<file path="src/rtl/fifo_reader_pkg.sv">
// Shared types and constants for the FIFO burst reader and its stream buffer.
package fifo_reader_pkg;

  localparam int unsigned DATA_WIDTH_DEF = 16;
  localparam int unsigned LEN_WIDTH_DEF  = 10;
  localparam logic [1:0]  SKID_DEPTH     = 2'd2;

  typedef enum logic [1:0] {
    IDLE  = 2'd0,
    READ  = 2'd1,
    DRAIN = 2'd2,
    DONE  = 2'd3
  } rd_state_t;

endpackage

</file>
<file path="src/rtl/stream_skid2.sv">
// Two-entry register buffer feeding a valid/ready stream; head entry drives m_data.
module stream_skid2 #(
  parameter int unsigned WIDTH = 16
) (
  input  logic             clk,
  input  logic             rst,
  input  logic             push,
  input  logic [WIDTH-1:0] push_data,
  input  logic             m_ready,
  output logic [1:0]       occ,
  output logic             m_valid,
  output logic [WIDTH-1:0] m_data
);

  logic [WIDTH-1:0] tail;
  logic             pop;

  assign m_valid = (occ != 2'd0);
  assign pop     = m_valid && m_ready;

  // Producer never pushes into a full buffer without a simultaneous pop.
  always_ff @(posedge clk) begin
    if (!rst) begin
      occ    <= '0;
      m_data <= '0;
      tail   <= '0;
    end else begin
      case ({push, pop})
        2'b10: begin
          if (occ == 2'd0) m_data <= push_data;
          else             tail   <= push_data;
          occ <= occ + 2'd1;
        end
        2'b01: begin
          m_data <= tail;
          occ    <= occ - 2'd1;
        end
        2'b11: begin
          if (occ == 2'd1) begin
            m_data <= push_data;
          end else begin
            m_data <= tail;
            tail   <= push_data;
          end
        end
        default: ;
      endcase
    end
  end

endmodule

</file>
<file path="src/rtl/fifo_burst_reader.sv">
// Drains burst_len words from the FIFO read port onto a valid/ready stream, then pulses done.
module fifo_burst_reader
  import fifo_reader_pkg::*;
#(
  parameter int unsigned DATA_WIDTH = DATA_WIDTH_DEF,
  parameter int unsigned LEN_WIDTH  = LEN_WIDTH_DEF
) (
  input  logic                  clk,
  input  logic                  rst,
  input  logic                  start,
  input  logic [LEN_WIDTH-1:0]  burst_len,
  output logic                  busy,
  output logic                  done,
  output logic [LEN_WIDTH-1:0]  words_left,
  input  logic                  fifo_empty,
  input  logic                  fifo_wen,
  output logic                  fifo_ren,
  input  logic [DATA_WIDTH-1:0] fifo_dout,
  output logic                  m_valid,
  output logic [DATA_WIDTH-1:0] m_data,
  input  logic                  m_ready
);

  localparam logic [LEN_WIDTH-1:0] CNT_ONE = {{(LEN_WIDTH-1){1'b0}}, 1'b1};

  rd_state_t            state, state_nxt;
  logic [LEN_WIDTH-1:0] issue_cnt;
  logic                 inflight;
  logic [1:0]           occ;
  logic [1:0]           used;
  logic                 xfer;

  assign xfer = m_valid && m_ready;
  // A word leaving this cycle frees its slot at the same edge the new read lands,
  // which is what allows one word per cycle with only two entries.
  assign used = occ + {1'b0, inflight} - {1'b0, xfer};

  assign fifo_ren = (state == READ) && (issue_cnt != '0) && !fifo_empty &&
                    !fifo_wen && (used < SKID_DEPTH);

  assign busy = (state == READ) || (state == DRAIN);
  assign done = (state == DONE);

  always_comb begin
    state_nxt = state;
    case (state)
      IDLE:  if (start) state_nxt = (burst_len == '0) ? DONE : READ;
      READ:  if (fifo_ren && issue_cnt == CNT_ONE) state_nxt = DRAIN;
      DRAIN: if (xfer && words_left == CNT_ONE) state_nxt = DONE;
      DONE:  state_nxt = IDLE;
      default: state_nxt = IDLE;
    endcase
  end

  always_ff @(posedge clk) begin
    if (!rst) begin
      state      <= IDLE;
      issue_cnt  <= '0;
      words_left <= '0;
      inflight   <= 1'b0;
    end else begin
      state    <= state_nxt;
      inflight <= fifo_ren;
      if (state == IDLE && start) begin
        issue_cnt  <= burst_len;
        words_left <= burst_len;
      end else begin
        if (fifo_ren) issue_cnt  <= issue_cnt - CNT_ONE;
        if (xfer)     words_left <= words_left - CNT_ONE;
      end
    end
  end

  stream_skid2 #(
    .WIDTH(DATA_WIDTH)
  ) u_skid (
    .clk       (clk),
    .rst       (rst),
    .push      (inflight),
    .push_data (fifo_dout),
    .m_ready   (m_ready),
    .occ       (occ),
    .m_valid   (m_valid),
    .m_data    (m_data)
  );

endmodule

</file>
<file path="config.mk">
export PLATFORM = sky130hd
export DESIGN_NAME = fifo_burst_reader
export DESIGN_NICKNAME = d
export VERILOG_FILES = /design/src/rtl/fifo_reader_pkg.sv /design/src/rtl/stream_skid2.sv /design/src/rtl/fifo_burst_reader.sv
export SDC_FILE = /design/constraint.sdc
export NUM_CORES = 1
export LEC_CHECK = 0
export BUFFER_PORTS_ARGS = -buffer_cell sky130_fd_sc_hd__buf_2
export CAP_MARGIN = 20
export CORE_MARGIN = 3
export CORE_UTILIZATION = 55
export CTS_CLUSTER_DIAMETER = 30
export DETAILED_ROUTE_END_ITERATION = 12
export PLACE_DENSITY = 0.81
export SYNTH_ARGS = -nofsm -noshare
export SYNTH_HDL_FRONTEND = slang
export SYNTH_SLANG_ARGS = --single-unit
export TNS_END_PERCENT = 5
</file>
<file path="constraint.sdc">
create_clock -name clk -period 5.7 [get_ports clk]
set_clock_uncertainty 0.1 [all_clocks]
set_input_delay 0.57 -clock clk [delete_from_list [all_inputs] [get_ports clk]]
set_output_delay 0.57 -clock clk [all_outputs]
set_load 0.01 [all_outputs]
</file>
==> results_dict.tcl, run 1 <==
set metrics [dict create \
    core_area_um2 4848 \
    viasPerCell 5.750 \
    final_max_slew_viol_count 0 \
    worst-path-max-fanout 9 \
    pwr-share-comb_pct 41.1 \
    fin_hold_ws_ns 0.3822 \
    diodes 0 \
    cp.required_ns 5.03 \
    dr_total_vias 2507 \
    multi_input_area_um2 1549 \
    worstMarginPinSlew_ns 0.8533 \
    setup_ws_ns 2.559 \
    netlist.area_leader.share_pct 40.37 \
    finalNetCount 412 \
    portBuffers 61 \
    switching_power_uw 645.7 \
    cp-start-kind "register" \
    synth_cells 304 \
    die_x_um 77.69 \
    path_delay_family "simple AND/OR/NAND/NOR gates" \
    rows 25 \
    hold_path_depth 3 \
    wire_per_inst_um 15.12 \
    synth_area_um2 2826 \
    clock.fmax_mhz 318.4 \
    cts_max_level 3 \
    fin_util_pct 70.09 \
    synthTopCellsByCount "dfxtp_1 (57), nor2_1 (39), a21oi_1 (18)" \
    seqPwrFrac_pct 36.0 \
    setup_violations 0 \
    gp_congestion 0.8543 \
    netlist-cell-type-count 48 \
    path_cells "inv_1 > ha_1 > inv_2 > nand2_4 > inv_6 > ha_1 > nor2b_1 > xnor2_4 > and3_1 > buf_2" \
    use_met2_pct 36.56 \
    areaGrowthSynthToFinish_pct 20.23 \
    hp-class "input port to register" \
    post-synth-top-count-cell "dfxtp_1" \
    start_util_pct 58.30 \
    drive_above_1_share_pct 25.47 \
    clock_latency_ns 0.34 \
    clock_sinks 57 \
    power_density_nw_per_um2 485.3 \
    setup-tns-final_ns 0 \
    regArea_um2 1141 \
    clockPowerShare_pct 22.9 \
    status "finished clean" \
    syn_area_per_cell_um2 9.298 \
    grt_util_met1_pct 28.45 \
    fin_cells 436 \
    dieArea_um2 6035 \
    synth_warnings 0 \
    grt_pass1_wl_um 11160 \
    antenna_left 0 \
    dr.pass1.iters 5 \
    path_class "register to output port" \
    dr.first_iter.drc_count 129 \
    yosys_register_bits 57 \
    grt_pass1_vias 2391 \
    fin_crit_sh_pct 55.10 \
    crit_path_end_kind "output port" \
    track_usage_pct 23.19 \
    synth_area_leaders "dfxtp_1 (40%), ha_1 (7.1%), mux2i_1 (5.7%)" \
    use_met3_pct 8.005 \
    ys_async_sr_fraction_pct 0 \
    vdd_drop_max_v 0.0002493 \
    rsz0062_at_grt "no" \
    drc 0 \
    postCtsHoldBufs 0 \
    ys_seq_area_share_pct 40.37 \
    post_cts_resized 0 \
    path_buf_inv 4 \
    synth-edff-count 0 \
    hold_viol_final 0 \
    post_cts_buffers 0 \
    cts-root-buf "clkbuf_8" \
    cts_tree "built" \
    syn_nets 352 \
    nFillCells 377 \
    relSlewSlack_pct 42.97 \
    path_clk_slew_ns 0.07 \
    antenna_found_initial 0 \
    hpwl_um 4699 \
    grt_max_degree 31 \
    critPathArrivalTime_ns 2.47 \
    die_y_um 77.69 \
    cp.depth 10 \
    pre_cts_slack_ns 2.931 \
    synth_ff_type "dfxtp_1" \
    internal_power_mw 1.004 \
    yosys.area.top_type "dfxtp_1" \
    crit_slowest_cell "dfxtp_1" \
    r2r.worst_path.cells 11 \
    dp_cells 419 \
    leakage_nw 1.390 \
    grt_busiest_layer "met2" \
    cpMostUsedCell "ha_1" \
    postRouteWirelength_um 6593 \
    switching_share_pct 39.15 \
    grt_overflow 0 \
    max_cap_viol_count 0 \
    cts_made_buffers 9 \
    io_pins 62 \
    clk_path_buf_depth 2 \
    fin_crit_ns 3.141 \
    max_stage_delay_ns 0.37 \
]
-- sequential cells by signal (all words and copies together) (netlist names) --
signal	flops
u_skid.tail	16
state	2
words_left	10
u_skid.occ	2
u_skid.m_data	16
inflight	1
issue_cnt	10
-- area by class of cell --
class,instances,area share [%]
clock buffer,11,4.161
clock inverter,5,1.620
inverter,15,1.804
multi-input combinational,216,45.58
sequential,57,33.58
tap,67,2.467
timing repair buffer,65,10.79
-- power groups by stage --
| stage | Combinational, mW | Clock, mW | Sequential [mW] |
|---|---|---|---|
| after floorplan | 0.462 | 0 | 0.611 |
| after global placement | 0.652 | 0 | 0.595 |
| after detailed placement | 0.676 | 0 | 0.599 |
| after CTS | 0.683 | 0.383 | 0.591 |
| after global routing | 0.758 | 0.399 | 0.608 |
| final | 0.678 | 0.377 | 0.594 |
-- layer usage --
| layer | vias to the layer above | part of all wire (%) |
|---|---|---|
| li1 | 1221 | - |
| met1 | 1164 | 42 |
| met2 | 105 | 48 |
| met3 | 17 | 7.5 |
| met4 | 0 | 2.4 |
| met5 | - | 0 |
-- kinds of logic after synthesis --
family,Yosys count,synth area share (%)
AND/OR/NAND/NOR,87,17.26
AO/OA/AOI/OAI,78,18.11
flip-flops,57,40.37
buffers and inverters,31,4.958
XOR/XNOR,19,6.552
multiplexers,16,5.666
adder cells (fa/ha/maj),16,7.083
-- worst paths after layout --
kind | startpoint | endpoint | slack, ns
worst max-delay path | u_skid.occ[0]$_SDFFE_PN0P_ | fifo_ren | 2.56
worst min-delay path | fifo_dout[11] | u_skid.tail[11]$_SDFFE_PN0P_ | 0.38
worst min register to register | u_skid.m_data[0]$_SDFFE_PN0P_ | u_skid.m_data[0]$_SDFFE_PN0P_ | 0.40
worst max register to register | u_skid.occ[0]$_SDFFE_PN0P_ | issue_cnt[7]$_SDFFE_PN0P_ | 3.01
-- worst register-to-register path: stages (launching register included) --
cell and delay [ns]:
dfxtp_1 0.37, inv_1 0.08, ha_1 0.22, inv_2 0.09, nand2_4 0.08, inv_6 0.10, ha_1 0.24, nor2b_1 0.30
xnor2_4 0.21, nand4_1 0.22, or4_1 0.45, a31oi_1 0.16
-- cell usage in the layout, fill, tap and decap left out, types with 7 or more instances in the layout --
cell type / netlist / routed
a211oi_1: 17 / 17
a21oi_1: 18 / 18
a22oi_1: 16 / 16
buf_2: 1 / 61
clkbuf_8: 1 / 10
dfxtp_1: 57 / 57
ha_1: 16 / 16
inv_1: 13 / 13
mux2i_1: 16 / 16
nand2_1: 7 / 7
nor2_1: 39 / 39
o21ai_0: 11 / 11
xnor2_1: 8 / 8
xor2_1: 10 / 10
-- through the flow --
| step | instance area (µm²) | power, mW |
|---|---|---|
| final | 3398 | 1.649 |
| after global routing | 3398 | 1.766 |
| after CTS | 3387 | 1.657 |
| after detailed placement | 3191 | 1.274 |
| after global placement | 3148 | 1.247 |
| after floorplan | 2826 | 1.073 |
Note: power is estimated with default switching activity, not from simulation.
==> run 2, diff against run 1 <==
--- a/config.mk
+++ b/config.mk
@@ -8,10 +8,10 @@
 export BUFFER_PORTS_ARGS = -buffer_cell sky130_fd_sc_hd__buf_2
 export CAP_MARGIN = 20
 export CORE_MARGIN = 3
-export CORE_UTILIZATION = 55
+export CORE_UTILIZATION = 49
 export CTS_CLUSTER_DIAMETER = 30
 export DETAILED_ROUTE_END_ITERATION = 12
-export PLACE_DENSITY = 0.81
+export PLACE_DENSITY = 0.76
 export SYNTH_ARGS = -nofsm -noshare
 export SYNTH_HDL_FRONTEND = slang
 export SYNTH_SLANG_ARGS = --single-unit
==> constraint.sdc (replaced) <==
create_clock -name clk -period 2.75 [get_ports clk]
set_clock_uncertainty 0.1 [all_clocks]
set_input_delay 0.275 -clock clk [delete_from_list [all_inputs] [get_ports clk]]
set_output_delay 0.275 -clock clk [all_outputs]
set_load 0.01 [all_outputs]
==> results_dict.tcl, run 2 (synthesized netlist as in run 1, its figures left out) <==
set metrics [dict create \
    fin_hold_ws_ns 0.08970 \
    relSlewSlack_pct 63.07 \
    hold_viol_final 0 \
    post_dp_cell_area_um2 3192 \
    rows 27 \
    start_util_pct 51.02 \
    dieArea_um2 6716 \
    layout_common_cells "buf_2 (61), dfxtp_1 (55), nor2_1 (39)" \
    wire_per_inst_um 14.86 \
    clock.fmax_mhz 383.7 \
    finalNetCount 416 \
    crit_path_end_kind "output port" \
    cts_tree "built" \
    portBuffers 61 \
    clock_sinks 57 \
    vdd_drop_max_v 0.0004910 \
    critPathArrivalTime_ns 2.23 \
    hpwl_um 4806 \
    power_density_nw_per_um2 1028 \
    clock_latency_ns 0.33 \
    die_x_um 81.95 \
    drive_above_1_share_pct 28.15 \
    status "finished clean" \
    cp-start-kind "register" \
    dr_total_vias 2448 \
    viasPerCell 5.501 \
    nFillCells 476 \
    cts-root-buf "clkbuf_8" \
    path_clk_slew_ns 0.07 \
    track_usage_pct 21.03 \
    drc 0 \
    areaGrowthSynthToFinish_pct 22.09 \
    io_pins 62 \
    leakage_nw 1.410 \
    cp.required_ns 2.38 \
    grt_pass1_vias 2305 \
    grt_pass1_wl_um 10610 \
    clk_path_buf_depth 2 \
    grt_overflow 0 \
    max_cap_viol_count 0 \
    fin_crit_sh_pct 94.78 \
    postCtsHoldBufs 0 \
    grt_max_degree 39 \
    hp-class "input port to register" \
    die_y_um 81.95 \
    worst-path-max-fanout 9 \
    path_class "register to output port" \
    dr.first_iter.drc_count 90 \
    worstMarginPinSlew_ns 0.5527 \
    setup-tns-final_ns 0 \
    layout_commonest_cell "buf_2" \
    core_area_um2 5540 \
    dr.pass1.iters 4 \
    cts_max_level 3 \
    fin_util_pct 62.29 \
    antenna_found_initial 0 \
    antenna_left 0 \
    final_max_slew_viol_count 0 \
    postRouteWirelength_um 6612 \
    setup_violations 0 \
    fin_cells 445 \
    pre_cts_slack_ns 0.01987 \
    fin_area_um2 3451 \
    cts_made_buffers 9 \
    fin_crit_ns 2.606 \
    setup_ws_ns 0.1435 \
    gp_congestion 0.8399 \
    diodes 0 \
    total_power_mw 3.547 \
    dp_cells 427 \
    reg.largest.list "u_skid.m_data: 16 flops, u_skid.tail: 16 flops" \
]
[run 2: area by class of cell]
type	instances	area (µm²)	share of cell area, %
inverters	15	61.31	1.777
flip-flops and latches	57	1144	33.14
clock inverters	7	95.09	2.756
multi-input cells	216	1572	45.54
well taps	72	90.09	2.611
repair buffers	69	365.4	10.59
clock buffers	9	123.9	3.590
[run 2: worst max-delay path, cell delays in order (launching register included)]
cell and delay (ns):
dfxtp_2 0.35, inv_1 0.08, ha_1 0.21, inv_2 0.09, nand2_4 0.08, inv_6 0.10, ha_2 0.29, nor2b_4 0.16
xnor2_4 0.17, and3_4 0.24, buf_2 0.13
[run 2: repair_timing]
| item | CTS | global route |
|---|---|---|
| gates resized for setup | 4 | 3 |
| buffers inserted | 0 | 2 |
| pin swaps | 0 | 3 |
| endpoints found under the setup margin | 2 | 5 |
[run 2: final timing paths]
kind	cells after the start	endpoint	from	slack (ns)
worst max-delay path	10	fifo_ren	u_skid.occ[1]$_SDFFE_PN0P_	0.14
worst min-delay path	3	u_skid.tail[4]$_SDFFE_PN0P_	fifo_dout[4]	0.09
worst max register to register	11	state[1]$_SDFFE_PN0P_	u_skid.occ[1]$_SDFFE_PN0P_	0.19
worst min register to register	2	u_skid.tail[13]$_SDFFE_PN0P_	u_skid.tail[13]$_SDFFE_PN0P_	0.39
[run 2: per-layer routing]
| layer | track usage [%] | up-vias | routed length, µm |
|---|---|---|---|
| li1 | - | 1227 | - |
| met1 | 25.42 | 1109 | 2848 |
| met2 | 33.04 | 93 | 3022 |
| met3 | 6.689 | 19 | 530 |
| met4 | 11.46 | 0 | 211 |
| met5 | 0 | - | 0 |
[run 2: power breakdown]
| group | internal [mW] | total, mW | switching (mW) | leakage, nW |
|---|---|---|---|---|
| Combinational | 0.624 | 1.46 | 0.831 | 0.834 |
| Sequential | 1.04 | 1.23 | 0.193 | 0.467 |
| Clock | 0.509 | 0.857 | 0.348 | 0.109 |
| Total | 2.17 | 3.55 | 1.37 | 1.41 |
